[config.mk]
export PLATFORM = sky130hd
export DESIGN_NAME = i2s_rx_flat
export DESIGN_NICKNAME = d
export VERILOG_FILES = /design/src/rtl/i2s_pkg.sv /design/src/rtl/axis_if.sv /design/src/rtl/i2s_sync.sv /design/src/rtl/i2s_rx.sv /design/src/flat_wrapper.sv
export SDC_FILE = /design/constraint.sdc
export NUM_CORES = 1
export LEC_CHECK = 0
export ABC_CLOCK_PERIOD_IN_PS = 2600
export CORE_ASPECT_RATIO = 1.4
export CORE_MARGIN = 4
export CORE_UTILIZATION = 53
export DETAILED_ROUTE_END_ITERATION = 6
export PLACE_DENSITY = 0.77
export SLEW_MARGIN = 10
export SYNTH_ARGS = -nofsm -noshare
export SYNTH_HDL_FRONTEND = slang
export SYNTH_SLANG_ARGS = --single-unit
[constraint.sdc]
create_clock -name clk -period 2.6 [get_ports clk]
set_clock_uncertainty 0.15 [all_clocks]
set_input_delay 0.26 -clock clk [delete_from_list [all_inputs] [get_ports clk]]
set_output_delay 0.26 -clock clk [all_outputs]
set_load 0.1 [all_outputs]
[src/rtl/i2s_pkg.sv]
// Shared I2S types and defaults for the codec boundary blocks.
// Channel and receiver state encodings.
package i2s_pkg;

  typedef enum logic {
    CH_LEFT  = 1'b0,
    CH_RIGHT = 1'b1
  } i2s_ch_e;

  typedef enum logic [1:0] {
    ALIGN,
    SHIFT,
    DONE
  } i2s_rx_state_e;

  localparam int I2S_DEFAULT_DATA_WIDTH = 24;

endpackage

[src/rtl/axis_if.sv]
// Minimal AXI-Stream bundle: data, valid/ready, last.
// Master drives payload, slave drives ready.
interface axis_if #(
  parameter int DATA_WIDTH = 24
) ();

  logic [DATA_WIDTH-1:0] tdata;
  logic                  tvalid;
  logic                  tready;
  logic                  tlast;

  modport master (
    output tdata,
    output tvalid,
    output tlast,
    input  tready
  );

  modport slave (
    input  tdata,
    input  tvalid,
    input  tlast,
    output tready
  );

endinterface

[src/rtl/i2s_sync.sv]
// Multi-flop synchronizer with a registered rising-edge pulse.
// The pulse lags the synced level by one clk.
module i2s_sync #(
  parameter int SYNC_STAGES = 2
) (
  input  logic clk,
  input  logic rst,
  input  logic din,
  output logic dout,
  output logic rise
);

  logic [SYNC_STAGES-1:0] chain;
  logic                   prev;

  always_ff @(posedge clk) begin
    if (rst) begin
      chain <= '0;
      prev  <= 1'b0;
      rise  <= 1'b0;
    end else begin
      chain <= {chain[SYNC_STAGES-2:0], din};
      prev  <= chain[SYNC_STAGES-1];
      rise  <= chain[SYNC_STAGES-1] & ~prev;
    end
  end

  assign dout = chain[SYNC_STAGES-1];

endmodule

[src/rtl/i2s_rx.sv]
// I2S receiver: oversampled codec pins to AXI-Stream beats.
// Left beat first; tlast marks the right channel.
module i2s_rx
  import i2s_pkg::*;
#(
  parameter int DATA_WIDTH  = I2S_DEFAULT_DATA_WIDTH,
  parameter int SYNC_STAGES = 2
) (
  input  logic   clk,
  input  logic   rst,
  axis_if.master axis_rx,
  input  logic   lrck,
  input  logic   sclk,
  input  logic   sdi,
  output logic   overflow,
  output logic   frame_err
);

  localparam int CW = $clog2(DATA_WIDTH + 1);

  logic bit_en;
  logic sclk_s;
  logic lrck_s;
  logic sdi_s;
  logic lrck_rise_unused;
  logic sdi_rise_unused;

  i2s_sync #(.SYNC_STAGES(SYNC_STAGES)) u_sclk (
    .clk (clk),
    .rst (rst),
    .din (sclk),
    .dout(sclk_s),
    .rise(bit_en)
  );

  i2s_sync #(.SYNC_STAGES(SYNC_STAGES)) u_lrck (
    .clk (clk),
    .rst (rst),
    .din (lrck),
    .dout(lrck_s),
    .rise(lrck_rise_unused)
  );

  i2s_sync #(.SYNC_STAGES(SYNC_STAGES)) u_sdi (
    .clk (clk),
    .rst (rst),
    .din (sdi),
    .dout(sdi_s),
    .rise(sdi_rise_unused)
  );

  i2s_rx_state_e         state;
  i2s_ch_e               ch;
  logic [CW-1:0]         bit_cnt;
  logic [DATA_WIDTH-1:0] shreg;
  logic                  lrck_q;
  logic [DATA_WIDTH-1:0] tdata;
  logic                  tvalid;
  logic                  tlast;

  logic                  slot_start;
  logic [DATA_WIDTH-1:0] sh_next;
  logic                  can_load;

  assign slot_start = lrck_s != lrck_q;
  assign sh_next    = {shreg[DATA_WIDTH-2:0], sdi_s};
  assign can_load   = !tvalid || axis_rx.tready;

  always_ff @(posedge clk) begin
    if (rst) begin
      state     <= ALIGN;
      ch        <= CH_LEFT;
      bit_cnt   <= '0;
      shreg     <= '0;
      lrck_q    <= 1'b0;
      tdata     <= '0;
      tvalid    <= 1'b0;
      tlast     <= 1'b0;
      overflow  <= 1'b0;
      frame_err <= 1'b0;
    end else begin
      if (tvalid && axis_rx.tready) tvalid <= 1'b0;
      if (bit_en) begin
        lrck_q <= lrck_s;
        unique case (state)
          ALIGN: begin
            if (slot_start && !lrck_s) begin
              state   <= SHIFT;
              ch      <= CH_LEFT;
              bit_cnt <= '0;
            end
          end
          SHIFT: begin
            if (slot_start) begin
              frame_err <= 1'b1;
              bit_cnt   <= '0;
              ch        <= CH_LEFT;
              state     <= lrck_s ? ALIGN : SHIFT;
            end else begin
              shreg   <= sh_next;
              bit_cnt <= bit_cnt + 1'b1;
              if (bit_cnt == CW'(DATA_WIDTH - 1)) begin
                if (can_load) begin
                  tdata  <= sh_next;
                  tlast  <= (ch == CH_RIGHT);
                  tvalid <= 1'b1;
                  state  <= DONE;
                end else begin
                  overflow <= 1'b1;
                  state    <= ALIGN;
                end
              end
            end
          end
          DONE: begin
            if (slot_start) begin
              state   <= SHIFT;
              ch      <= i2s_ch_e'(lrck_s);
              bit_cnt <= '0;
            end
          end
          default: state <= ALIGN;
        endcase
      end
    end
  end

  assign axis_rx.tdata  = tdata;
  assign axis_rx.tvalid = tvalid;
  assign axis_rx.tlast  = tlast;

endmodule

[src/flat_wrapper.sv]
// flat-port wrapper written by rule: the top's interface ports become plain ports
module i2s_rx_flat import i2s_pkg::*;
#(
  parameter int DATA_WIDTH  = I2S_DEFAULT_DATA_WIDTH,
  parameter int SYNC_STAGES = 2
)
  (clk, rst, lrck, sclk, sdi, overflow, frame_err, axis_rx_tdata, axis_rx_tvalid, axis_rx_tlast, axis_rx_tready);
  axis_if #(.DATA_WIDTH(DATA_WIDTH)) axis_rx_i ();
  input  logic clk;
  input  logic rst;
  input  logic lrck;
  input  logic sclk;
  input  logic sdi;
  output logic overflow;
  output logic frame_err;
  output wire logic [$bits(axis_rx_i.tdata)-1:0] axis_rx_tdata;
  output wire logic [$bits(axis_rx_i.tvalid)-1:0] axis_rx_tvalid;
  output wire logic [$bits(axis_rx_i.tlast)-1:0] axis_rx_tlast;
  input wire logic [$bits(axis_rx_i.tready)-1:0] axis_rx_tready;
  assign axis_rx_tdata = axis_rx_i.tdata;
  assign axis_rx_tvalid = axis_rx_i.tvalid;
  assign axis_rx_tlast = axis_rx_i.tlast;
  assign axis_rx_i.tready = axis_rx_tready;
  i2s_rx #(.DATA_WIDTH(DATA_WIDTH), .SYNC_STAGES(SYNC_STAGES)) u_core (.clk(clk), .rst(rst), .axis_rx(axis_rx_i), .lrck(lrck), .sclk(sclk), .sdi(sdi), .overflow(overflow), .frame_err(frame_err));
endmodule
---- Yosys cells after proc, flatten, opt, wreduce, memory -nomap -nowiden ----
Cells that the tools add are included.
word-level totals
  output and inout bits ................... 28
  logic and storage cells ................. 63
  register bits ........................... 68
  input bits .............................. 6
cells by class
  reduce and logical (&&, ||, !) cells .... 14
  equal/unequal tests ..................... 8
  add/subtract/negate cells ............... 1
  mux-type cells .......................... 21
  bitwise gates (word level) .............. 4
operators by type and width
  cell                   number
  $mux W5                3
  $pmux W5 S3            1
  $reduce_and A5 Y1      3
  $mux W1                10
  $mux W2                5
  $reduce_and A4 Y1      2
  $ne A2 B1 Y1 const B   3
  $pmux W2 S3            1
  $reduce_and A3 Y1      2
  $add A5 B1 Y5 const B  1
  $eq A5 B5 Y1 const B   1
  $ne A3 B1 Y1 const B   1
  $not A1 Y1             3
  $pmux W1 S3            1
  $reduce_bool A3 Y1     1
  $eq A2 B1 Y1 const B   1
  $eq A2 B2 Y1 const B   1
  $logic_and A1 B1 Y1    2
  $logic_not A1 Y1       2
  $logic_not A2 Y1       1
  $and A1 B1 Y1          1
  $logic_or A1 B1 Y1     1
  $ne A1 B1 Y1           1

---- Logic depth before layout (Yosys ltp) ----
Gate-level depths: netlist (run 1).
  depth after elaboration ................. 7
  gate-level depth with buffers ........... 7
  gate-level depth less buffers ........... 6

---- By module ----
A second synthesis (run 1) with hierarchy kept.
unflattened totals
  cell total of the unflattened synthesis .. 303
  area, all modules ....................... 2620.0 um2
by module, submodules not included
  module    seq. area each (um2)  times used  area an instance (um2)  cells an instance
  i2s_rx    1201.2                1           2285.9                  279
  i2s_sync  80.1                  3           111.4                   8

---- Worst setup path after synthesis (run 1) ----
No wires, ideal clock.
  path kind ............................... register to register
  start ................................... register u_core.tvalid (netlist: u_core.axis_rx.tvalid)
  end ..................................... register u_core.tdata[0] (netlist: u_core.axis_rx.tdata[0])
  path buffers ............................ 1
  path slack .............................. 0.522 ns
  setup time .............................. 0.128 ns
  arrival ................................. 1.800 ns
  cell stages (with the launch flop) ...... 6
  cell sequence ........................... dfxtp_1 -> nor2b_1 -> nor3_4 -> buf_6 -> mux2i_1 -> nor2_1
between the ends
  cells in the longest elaborated chain, start to end .. 3
ends and longest elaborated chain
  what                                RTL line       RTL
  start, declared                     i2s_rx.sv:58   logic tvalid;
  start signal, assigned              i2s_rx.sv:77   tvalid <= 1'b0;
  start signal, assigned              i2s_rx.sv:82   if (tvalid && axis_rx.tready) tvalid <= 1'b0;
  start signal, assigned              i2s_rx.sv:106  tvalid <= 1'b1;
  $logic_not A1 Y1                    i2s_rx.sv:67   assign can_load = !tvalid || axis_rx.tready;
  $logic_or A1 B1 Y1                  i2s_rx.sv:67
  $reduce_and A5 Y1 (no source line)  n/a
  end signal, assigned                i2s_rx.sv:104  tdata <= sh_next;
  end, declared                       i2s_rx.sv:57   logic [DATA_WIDTH-1:0] tdata;
No other way between the ends.
A chain may end at the register's enable or synchronous reset.

---- Final worst setup path (run 1) ----
  start ................................... register u_core.u_lrck.chain[1]
  end ..................................... register u_core.bit_cnt[1]
between the ends
  cells in the longest elaborated chain, start to end .. 4
  elaborated cells between the ends (all ways) .. 8
  those cells by class .................... 3 x eq/ne; 2 x mux; 3 x reduce/logical
ends and longest elaborated chain
  what                                                     RTL line                    RTL
  start, declared                                          i2s_sync.sv:13              logic [SYNC_STAGES-1:0] chain;
  start signal, assigned                                   i2s_sync.sv:22              chain <= {chain[SYNC_STAGES-2:0], din};
  $ne A1 B1 Y1 / $logic_not A1 Y1 (equally long branches)  i2s_rx.sv:65, i2s_rx.sv:87
  $logic_and A1 B1 Y1                                      i2s_rx.sv:87                if (slot_start && !lrck_s) begin
  $ne A2 B1 Y1 (no source line)                            n/a
  $reduce_and A4 Y1 (no source line)                       n/a
  end signal, assigned                                     i2s_rx.sv:101               bit_cnt <= bit_cnt + 1'b1;
  end, declared                                            i2s_rx.sv:54                logic [CW-1:0] bit_cnt;
Parallel ways exist; a longest one is shown, timed or not.

==> impl_metrics.csv, run 1 <==
group,metric,value,unit
final_layout,nets,308,
drt,routed_wl,4370,um
synthesis,synth.distinct_cells,32,
critical_path,crit_arrival,2.13,ns
drt,wl_met1,1900,um
die,io_pins,34,
timing,final_max_slew_viol_count,0,
drt,met2WireLength,2180,um
drt,drc,0,
final_layout,register_area,1360,um^2
critical_path,worstSetupStartpointType,"flip-flop",
global_routing,grt_start_max_net_pins,28,
clock_tree,cts-hold-fix-buffers,0,
place,io_buffers,33,
final_layout,antenna_cells,0,
final_layout,utilization,66.1,%
timing,fmax,485,MHz
pwr,irDropWorstVdd,0.495,mV
final_layout,multi_input_area,1070,um^2
timing,min_period_over_period,79.2,%
die,dieArea,5940,um^2
timing,max_slew_margin,64.6,%
die,rows,29,
clock_tree,cts_setup_buffers,0,
critical_path,cp.required,2.67,ns
worst_hold_path,hp-class,"in2reg",
clock_tree,cts.clk_slew.worst_paths,0.07,ns
drt,vias,1862,
clock_tree,clkLatencyLatePin,0.33,ns
timing,setup_viol,0,
die,die_w,66.3,um
pwr,switching_share,21.0,%
clock_tree,ctsHtreeMaxLevel,3,
critical_path,ff2ff_setup_slack,0.54,ns
drt,routed.top_layer,"met4",
drt,drtIter0Drc,96,
critical_path,reg2regPathDepth,6,
synthesis,synth.avg_cell_area,9.44,um^2
synthesis,yosysMostFrequentCell,"dfxtp_1",
clock_tree,cts_resized,0,
synthesis,synthTopCellsByCount,"68 x dfxtp_1, 46 x nand2_1, 38 x nor2_1",
place,hpwlAfterDp,2870,um
synthesis,synthTopCellsByArea,"dfxtp_1 54%, mux2i_1 11%, nand2_1 6.9%",
clock_tree,clockRootBuffer,"clkbuf_8",
timing,worstMarginPinSlew,0.530,ns
synthesis,synthArstFlopShare,0,%
drt,firstDrtPassIters,4,
timing,rsz0062_at_grt,"no",
clock_tree,cts.path.max_buffers,2,
critical_path,timing.rr.end,"u_core.bit_cnt[1]",
synthesis,synth_flop_cell,"dfxtp_1",
die,initial_core_util,55.1,%
global_routing,overflow,0,
clock_tree,cts_tree,"yes",
drt,viasPerCell,5.07,
clock_tree,cts_num_sinks,68,
synthesis,synth_seq_cells,68,
critical_path,critPathKind,"reg2reg",
global_routing,first_global_vias,1763,
timing,tns,0,ns
timing,period_minus_slack,2.06,ns
status,status,"complete, no violations",
drt,routedWlPerCell,11.9,um
pwr,pwr-share-clk,43.9,%
synthesis,yosys_warnings,0,
worst_hold_path,holdPathStages,2,
global_routing,grt_pass1_wl,7520,um
die,fp.dieH,89.6,um
final_layout,drive_gt1_share,18.0,%
synthesis,yosysTopAreaCell,"dfxtp_1",
die,fp.coreArea,4570,um^2
final_layout,n_fill_cell,400,
critical_path,crit_path_end,"u_core.bit_cnt[1]",
pwr,intPower,1.53,mW
synthesis,synth_edf_count,0,
clock_tree,cts-buffers-inserted,9,
synthesis,ys_seq_area_share,54.0,%
pwr,switchingPower,405,uW
final_layout,area_growth,20.0,%
synthesis,netlist_area,2520,um^2
drt,dr_wl_met3,219,um
synthesis,synthesis.nets,275,
global_routing,antenna_found_initial,0,
critical_path,rr_startpoint,"u_core.u_lrck.chain[1]",
synthesis,synth_top_area_share,54.0,%
flow_run,max_cap_violations,0,
pwr,powerDensity,639,nW/um^2
pwr,pwr-share-seq,54.4,%
timing,hold_violations,0,
critical_path,crit_fanout,7,
synthesis,synthCells,267,
global_routing,grt_usage,16.8,%
place,gp_congestion,0.790,
critical_path,startpoint,"u_core.u_lrck.chain[1]",
critical_path,cp-end-kind,"flip-flop",
pwr,comb_power_share,1.8,%
drt,final_antenna_net_count,0,
pwr,leakage,1.14,nW
==> metrics by stage <==
step	setup slack, ns	instance area, um^2	power [mW]	instances	hold slack, ns
floorplan	0.522	2520	1.10	267	0.217
global placement	0.629	2820	1.11	351	0.223
detailed placement	0.551	2820	1.11	351	0.232
CTS	0.543	3020	1.96	367	0.209
global route	0.347	3020	2.01	367	0.222
finish	0.540	3020	1.93	367	0.212
==> logic make-up (layout without fill, tap and decap cells) <==
kind of cell | after synthesis | count (layout) | share of synthesized area [%]
compound gates | 38 | 38 | 8.64
xor+xnor | 4 | 4 | 1.39
fa+ha+maj | 2 | 2 | 0.993
buf+inv | 19 | 57 | 3.67
flops | 68 | 68 | 54.0
mux | 28 | 28 | 11.1
simple gates | 108 | 108 | 20.2
==> worst min-delay path by stage <==
| stage | start | endpoint | slack (ns) |
|---|---|---|---|
| after floorplan | u_core.u_sclk.prev | u_core.u_sclk.rise | 0.22 |
| after global placement | u_core.u_sclk.prev | u_core.u_sclk.rise | 0.22 |
| after detailed placement | u_core.u_sclk.prev | u_core.u_sclk.rise | 0.23 |
| after CTS | rst | u_core.axis_rx.tdata[14] | 0.21 |
| after global routing | rst | u_core.axis_rx.tdata[11] | 0.22 |
| final | rst | u_core.frame_err | 0.21 |
==> power by group through the flow <==
stage               sequential [mW]  clock [mW]  combinational, mW
finish                         1.05       0.847             0.0345
CTS                            1.05       0.873             0.0352
floorplan                      1.07           0             0.0241
global route                   1.05       0.920             0.0385
detailed placement             1.07           0             0.0351
global placement               1.07           0             0.0349
==> sequential cells by signal, summed over array words and instances, names as in the netlist, 2 cells and up <==
signal                cells
u_core.bit_cnt            5
u_core.axis_rx.tdata     24
u_core.state              2
u_core.u_sclk.chain       2
u_core.u_lrck.chain       2
u_core.u_sdi.chain        2
u_core.shreg             23
==> final cells by class <==
cell class              count  share of cell area, %
inverters                   3                  0.373
flip-flops and latches     68                   45.0
clock inverters             6                   2.11
repair buffers             38                   10.1
clock buffers              10                   4.55
multi-input cells         180                   35.3
well taps                  62                   2.57
==> per-layer routing <==
metal | vias up | global-route usage [%]
met3 | 7 | 6.60
met1 | 871 | 17.7
met2 | 31 | 29.4
met5 | - | 0
li1 | 953 | -
met4 | 0 | 7.76
==> worst max-delay path: stages (launching register included) <==
cell and delay (ns):
dfxtp_1 0.35, inv_1 0.05, ha_1 0.38, nor3b_1 0.49
o21ai_0 0.28, mux2i_1 0.20, nor2_1 0.05
==> layout by cell type, fill, tap and decap left out, types with 2 or more instances in the layout <==
cell | Yosys | final
clkinvlp_4 | 0 | 2
xor2_1 | 4 | 4
buf_4 | 0 | 32
mux2i_1 | 28 | 28
clkinv_2 | 0 | 2
ha_1 | 2 | 2
inv_1 | 3 | 3
o211ai_1 | 3 | 3
and3_1 | 2 | 2
clkdlybuf4s50_1 | 0 | 4
dfxtp_1 | 68 | 68
a21oi_1 | 26 | 26
nor2_1 | 38 | 38
o21ai_0 | 3 | 3
nand2_1 | 46 | 46
clkbuf_8 | 0 | 10
nor2b_1 | 12 | 12
Power figures use the tool's default switching activity.
==> run 2, diff against run 1 <==
- ABC_CLOCK_PERIOD_IN_PS: 2600 -> 1700
- CORE_UTILIZATION: 53 -> 48
- PLACE_DENSITY: 0.77 -> 0.74
- clock period: 2.6 -> 1.7 ns (I/O delays scaled with it)
==> impl_metrics.csv, run 2 (synthesized netlist as in run 1, its figures left out) <==
group,metric,value,unit
final_layout,layout_commonest_cell,"dfxtp_1",
place,pre_cts_slack,-0.0794,ns
final_layout,area_growth,41.7,%
critical_path,startpoint,"u_core.u_lrck.chain[1]",
critical_path,critPathKind,"reg2reg",
global_routing,antenna_found_initial,0,
global_routing,grt_usage,16.5,%
status,status,"finished, violations left",
final_layout,nets,323,
pwr,irDropWorstVdd,0.639,mV
timing,worst_slack,-0.0724,ns
final_layout,largest_reg_flops,24,
die,dieArea,6490,um^2
pwr,powerDensity,832,nW/um^2
worst_hold_path,hp-class,"in2reg",
critical_path,crit_arrival,1.85,ns
critical_path,worstSetupStartpointType,"flip-flop",
timing,worstMarginPinSlew,0.354,ns
clock_tree,cts_tree,"yes",
global_routing,overflow,0,
final_layout,drive_gt1_share,24.4,%
die,io_pins,34,
timing,worst_hold_slack,0.0640,ns
clock_tree,clkLatencyLatePin,0.34,ns
status,violations,"negative setup slack",
timing,final_max_slew_viol_count,0,
final_layout,top_regs,"u_core.axis_rx.tdata x24, u_core.shreg x23, u_core.bit_cnt x5",
critical_path,crit_fanout,5,
drt,routed_wl,4900,um
global_routing,grt_start_max_net_pins,26,
flow_run,max_cap_violations,0,
pwr,leakage,1.32,nW
clock_tree,cts.path.max_buffers,2,
drt,final_antenna_net_count,0,
final_layout,antenna_cells,0,
drt,firstDrtPassIters,5,
global_routing,grt_pass1_wl,8440,um
drt,wl_met1,2070,um
drt,vias,1936,
final_layout,utilization,72.0,%
die,die_w,69.2,um
timing,rsz0062_at_grt,"yes",
timing,hold_violations,0,
clock_tree,cts-buffers-inserted,9,
place,io_buffers,33,
critical_path,cp.required,1.78,ns
die,initial_core_util,50.9,%
worst_hold_path,hp-start,"rst",
drt,drtIter0Drc,108,
drt,viasPerCell,5.04,
die,rows,30,
critical_path,cp-end-kind,"flip-flop",
clock_tree,clockRootBuffer,"clkbuf_8",
clock_tree,cts-hold-fix-buffers,0,
die,fp.dieH,93.7,um
final_layout,top_register,"u_core.axis_rx.tdata",
final_layout,layout_common_cells,"65 x dfxtp_1, 46 x nand2_1, 38 x nor2_1",
timing,max_slew_margin,76.4,%
drt,routedWlPerCell,12.8,um
timing,fmax,564,MHz
timing,min_period_over_period,104,%
place,gp_congestion,0.760,
critical_path,rr_startpoint,"u_core.u_lrck.chain[1]",
pwr,totalPowerFinal,2.97,mW
timing,setup_viol,21,
drt,routed.top_layer,"met4",
clock_tree,cts_num_sinks,68,
die,fp.coreArea,4950,um^2
clock_tree,cts.clk_slew.worst_paths,0.07,ns
global_routing,first_global_vias,1861,
drt,dr_wl_met3,161,um
timing,period_minus_slack,1.77,ns
place,hpwlAfterDp,3220,um
clock_tree,ctsHtreeMaxLevel,3,
drt,drc,0,
drt,met2WireLength,2610,um
[run 2: critical path, cell delays in order, from the launching register on]
cell	delay [ns]
dfxtp_2	0.33
inv_2	0.04
ha_4	0.29
nand4b_4	0.12
nor3_4	0.19
buf_4	0.15
buf_8	0.12
mux2i_2	0.20
nor2_1	0.06
[run 2: layer usage]
| layer | track usage (%) | up-vias |
|---|---|---|
| li1 | - | 987 |
| met1 | 17.8 | 906 |
| met2 | 28.6 | 37 |
| met3 | 4.50 | 6 |
| met4 | 9.77 | 0 |
| met5 | 0 | - |
[run 2: through the flow]
step | instance area, um^2 | TNS [ns] | cells
5_1_grt | 3570 | -3.45 | 384
4_1_cts | 3530 | -0.974 | 382
3_3_place_gp | 3270 | -0.316 | 362
2_1_floorplan | 2530 | -4.08 | 267
3_5_place_dp | 3270 | -1.35 | 362
6_report | 3570 | -1.20 | 384
[run 2: repair_timing]
action	CTS	global route
setup endpoints to repair	31	34
cloned	1	1
pin swaps	1	2
resized for setup	4	6
setup buffers	3	2
[run 2: worst paths after layout]
kind	to	slack [ns]	depth (start not counted)
setup reg to reg	u_core.axis_rx.tdata[10]	-0.07	8
hold / removal	u_core.axis_rx.tdata[19]	0.06	2
hold reg to reg	u_core.u_sclk.rise	0.24	1
setup / recovery	u_core.axis_rx.tdata[10]	-0.07	8
[run 2: cell type report]
cell class	count	area (um^2)
clock buffers	10	138
well taps	64	80.1
fillers	375	1390
flip-flops and latches	68	1370
multi-input cells	180	1100
repair buffers	53	813
inverters	3	11.3
clock inverters	6	63.8
[run 2: power breakdown]
group / switching (mW) / internal [mW]
registers: 0.00343 / 1.60
logic: 0.0371 / 0.0272
clock network: 0.587 / 0.713
==> RTL change (config.mk and constraints of run 1) <==
Re-encode `i2s_rx_state_e` (3 states) as one-hot, 3 bits wide.
--- a/src/rtl/i2s_pkg.sv
+++ b/src/rtl/i2s_pkg.sv
@@ -7,10 +7,10 @@
     CH_RIGHT = 1'b1
   } i2s_ch_e;
 
-  typedef enum logic [1:0] {
-    ALIGN,
-    SHIFT,
-    DONE
+  typedef enum logic [2:0] {
+    ALIGN = 3'b001,
+    SHIFT = 3'b010,
+    DONE  = 3'b100
   } i2s_rx_state_e;
 
   localparam int I2S_DEFAULT_DATA_WIDTH = 24;
Function: no difference found for any inputs over 10 cycles, from zero or initial values and one cycle with rst high; not proved beyond that.
==> RTL change against run 1 <==
Design area grew 1.8%; power decreased by 1.4%; worst hold slack gained 0.023 ns; sequential cell count up 1; area after synthesis is 4.6% higher; setup slack got worse by 0.16 ns; non-clock buffer count is 2 lower; routed wire length rose by 10%; critical path type unchanged; highest routed layer unchanged; sequential share of layout area down 0.16 points.
==> RTL change: results (changes against run 1) <==
sw frac - 20.9% (-0.072 points)
post-CTS sizing - 0 (unchanged)
CTS Buffer Depth - 2 (unchanged)
Leakage - 1.32 nW (+16%)
IO Port Bufs - 33 (unchanged)
CP max stage cell - nand4_4
DR iter-0 viols - 97 (+1.0%)
sequential area share after synthesis - 52.4% (-1.6 points)
Total Routing Usage GR - 17.8% (+0.92 points)
WP data arrival - 2.26 ns (+0.13 ns)
VDD IR max - 463 uV (-6.5%)
FILL cells - 402 (+0.50%)
share of flip-flops with an asynchronous set or reset - 0% (unchanged)
CP Max Fanout - 25 (+18)
Hold Crit Class - reg2reg
wirelength, routed - 4830 um (+10%)
drt first pass iters - 6 (+2)
H-tree Lvls - 3 (unchanged)
Placed Area - 2900 sq um (+2.7%)
share of cells above drive strength 1 - 17.7% (-0.35 points)
first-pass GRT wire length - 8350 um (+11%)
largest delay contributor family on the critical path - simple AND/OR/NAND/NOR gates
antenna violations before repair - 0 (unchanged)
global route total overflow - 0 (unchanged)
Final GP Congestion - 0.745 (-5.7%)
Setup Buffers After CTS - 0 (unchanged)
YS warnings - 0 (unchanged)
Vias/cell - 5.14 (+1.4%)
Synth area leaders - dfxtp_1 52%, mux2i_1 11%, nand2_1 7.0%
Syn Nets - 286 (+4.0%)
Post-synth top cells - 69 x dfxtp_1, 49 x nand2_1, 32 x nor2_1, 29 x mux2i_1, 26 x a21oi_1
status - finished, final reports clean
nets@finish - 315 (+2.3%)
Slew Limit Headroom - 56.1% (-8.4 points)
Root Driver - clkbuf_8
TritonCTS buffer count - 9 (unchanged)
pin count of the biggest net entering global routing - 39 (+39%)
vias in the first global route - 1,860 (+5.5%)
area leader, netlist - dfxtp_1
Worst-Skew Late Latency - 0.33 ns (about the same)
count leader, synth - dfxtp_1
Cell variety after synth - 36 (+13%)
clock-pin slew on the worst setup and hold paths - 0.07 ns (about the same)
HPWL after DPL - 3200 um (+12%)
Largest stage delay, worst path - 0.51 ns (+0.02 ns)
# diodes - 0 (unchanged)
Largest regs - u_core.axis_rx.tdata: 24 flops, u_core.shreg: 23 flops, u_core.bit_cnt: 5 flops
## RTL change: cell count changes after synthesis, moves of 3 or more
cell | run 1 | this run
nor2_1 | 38 | 32
a31oi_1 | 1 | 6
nor3_1 | 0 | 4
xnor2_1 | 0 | 4
nand2_1 | 46 | 49
o211ai_1 | 3 | 0
xor2_1 | 4 | 1
## RTL change: final cells by class
| type | count | area [sq um] | share of cell area [%] |
|---|---|---|---|
| clock buffer | 10 | 128 | 4.15 |
| multi-input combinational | 187 | 1140 | 37.2 |
| timing repair buffer | 36 | 278 | 9.02 |
| inverter | 4 | 15.0 | 0.488 |
| sequential | 69 | 1380 | 44.9 |
| clock inverter | 5 | 52.6 | 1.71 |
| tap | 64 | 80.1 | 2.60 |
## RTL change: metrics by stage
step	power, mW	std cells	hold slack, ns	setup slack, ns
after floorplan	1.11	278	0.217	0.369
after global placement	1.12	360	0.222	0.427
after detailed placement	1.12	360	0.228	0.381
after CTS	1.93	375	0.239	0.382
after global routing	1.99	375	0.264	0.213
final	1.91	375	0.235	0.383
## RTL change: logic make-up (layout without fill, tap and decap cells)
kind of cell	Yosys count	after routing	share of synthesized area [%]
AO/OA/AOI/OAI	39	39	8.50
buffers and inverters	22	55	4.22
XOR/XNOR	5	5	1.66
AND/OR/NAND/NOR	112	112	21.3
multiplexers	29	29	11.0
adder cells (fa/ha/maj)	2	2	0.949
flip-flops	69	69	52.4
## RTL change: worst paths after layout
kind                                                         from                                     to  cells after the start  slack, ns
worst min-delay path                u_core.u_sclk.prev$_SDFF_PP0_          u_core.u_sclk.rise$_SDFF_PP0_                      1       0.24
worst max register to register  u_core.u_lrck.chain[1]$_SDFF_PP0_  u_core.axis_rx.tdata[10]$_SDFFE_PP0P_                      6       0.38
worst max-delay path            u_core.u_lrck.chain[1]$_SDFF_PP0_  u_core.axis_rx.tdata[10]$_SDFFE_PP0P_                      6       0.38
worst min register to register      u_core.u_sclk.prev$_SDFF_PP0_          u_core.u_sclk.rise$_SDFF_PP0_                      1       0.24
## RTL change: per-layer routing
metal	share of wire, %	GRT usage (%)	vias to the layer above
met4	0.66	5.58	0
met3	4.3	6.68	6
li1	-	-	990
met2	52	29.8	31
met5	0	0	-
met1	43	20.2	902
## RTL change: power by group through the flow
stage                     registers, mW  logic [mW]  clock network [mW]
after detailed placement           1.09      0.0348                   0
after floorplan                    1.09      0.0251                   0
after global routing               1.06      0.0383               0.886
after global placement             1.09      0.0346                   0
final                              1.06      0.0345               0.806
after CTS                          1.06      0.0348               0.829
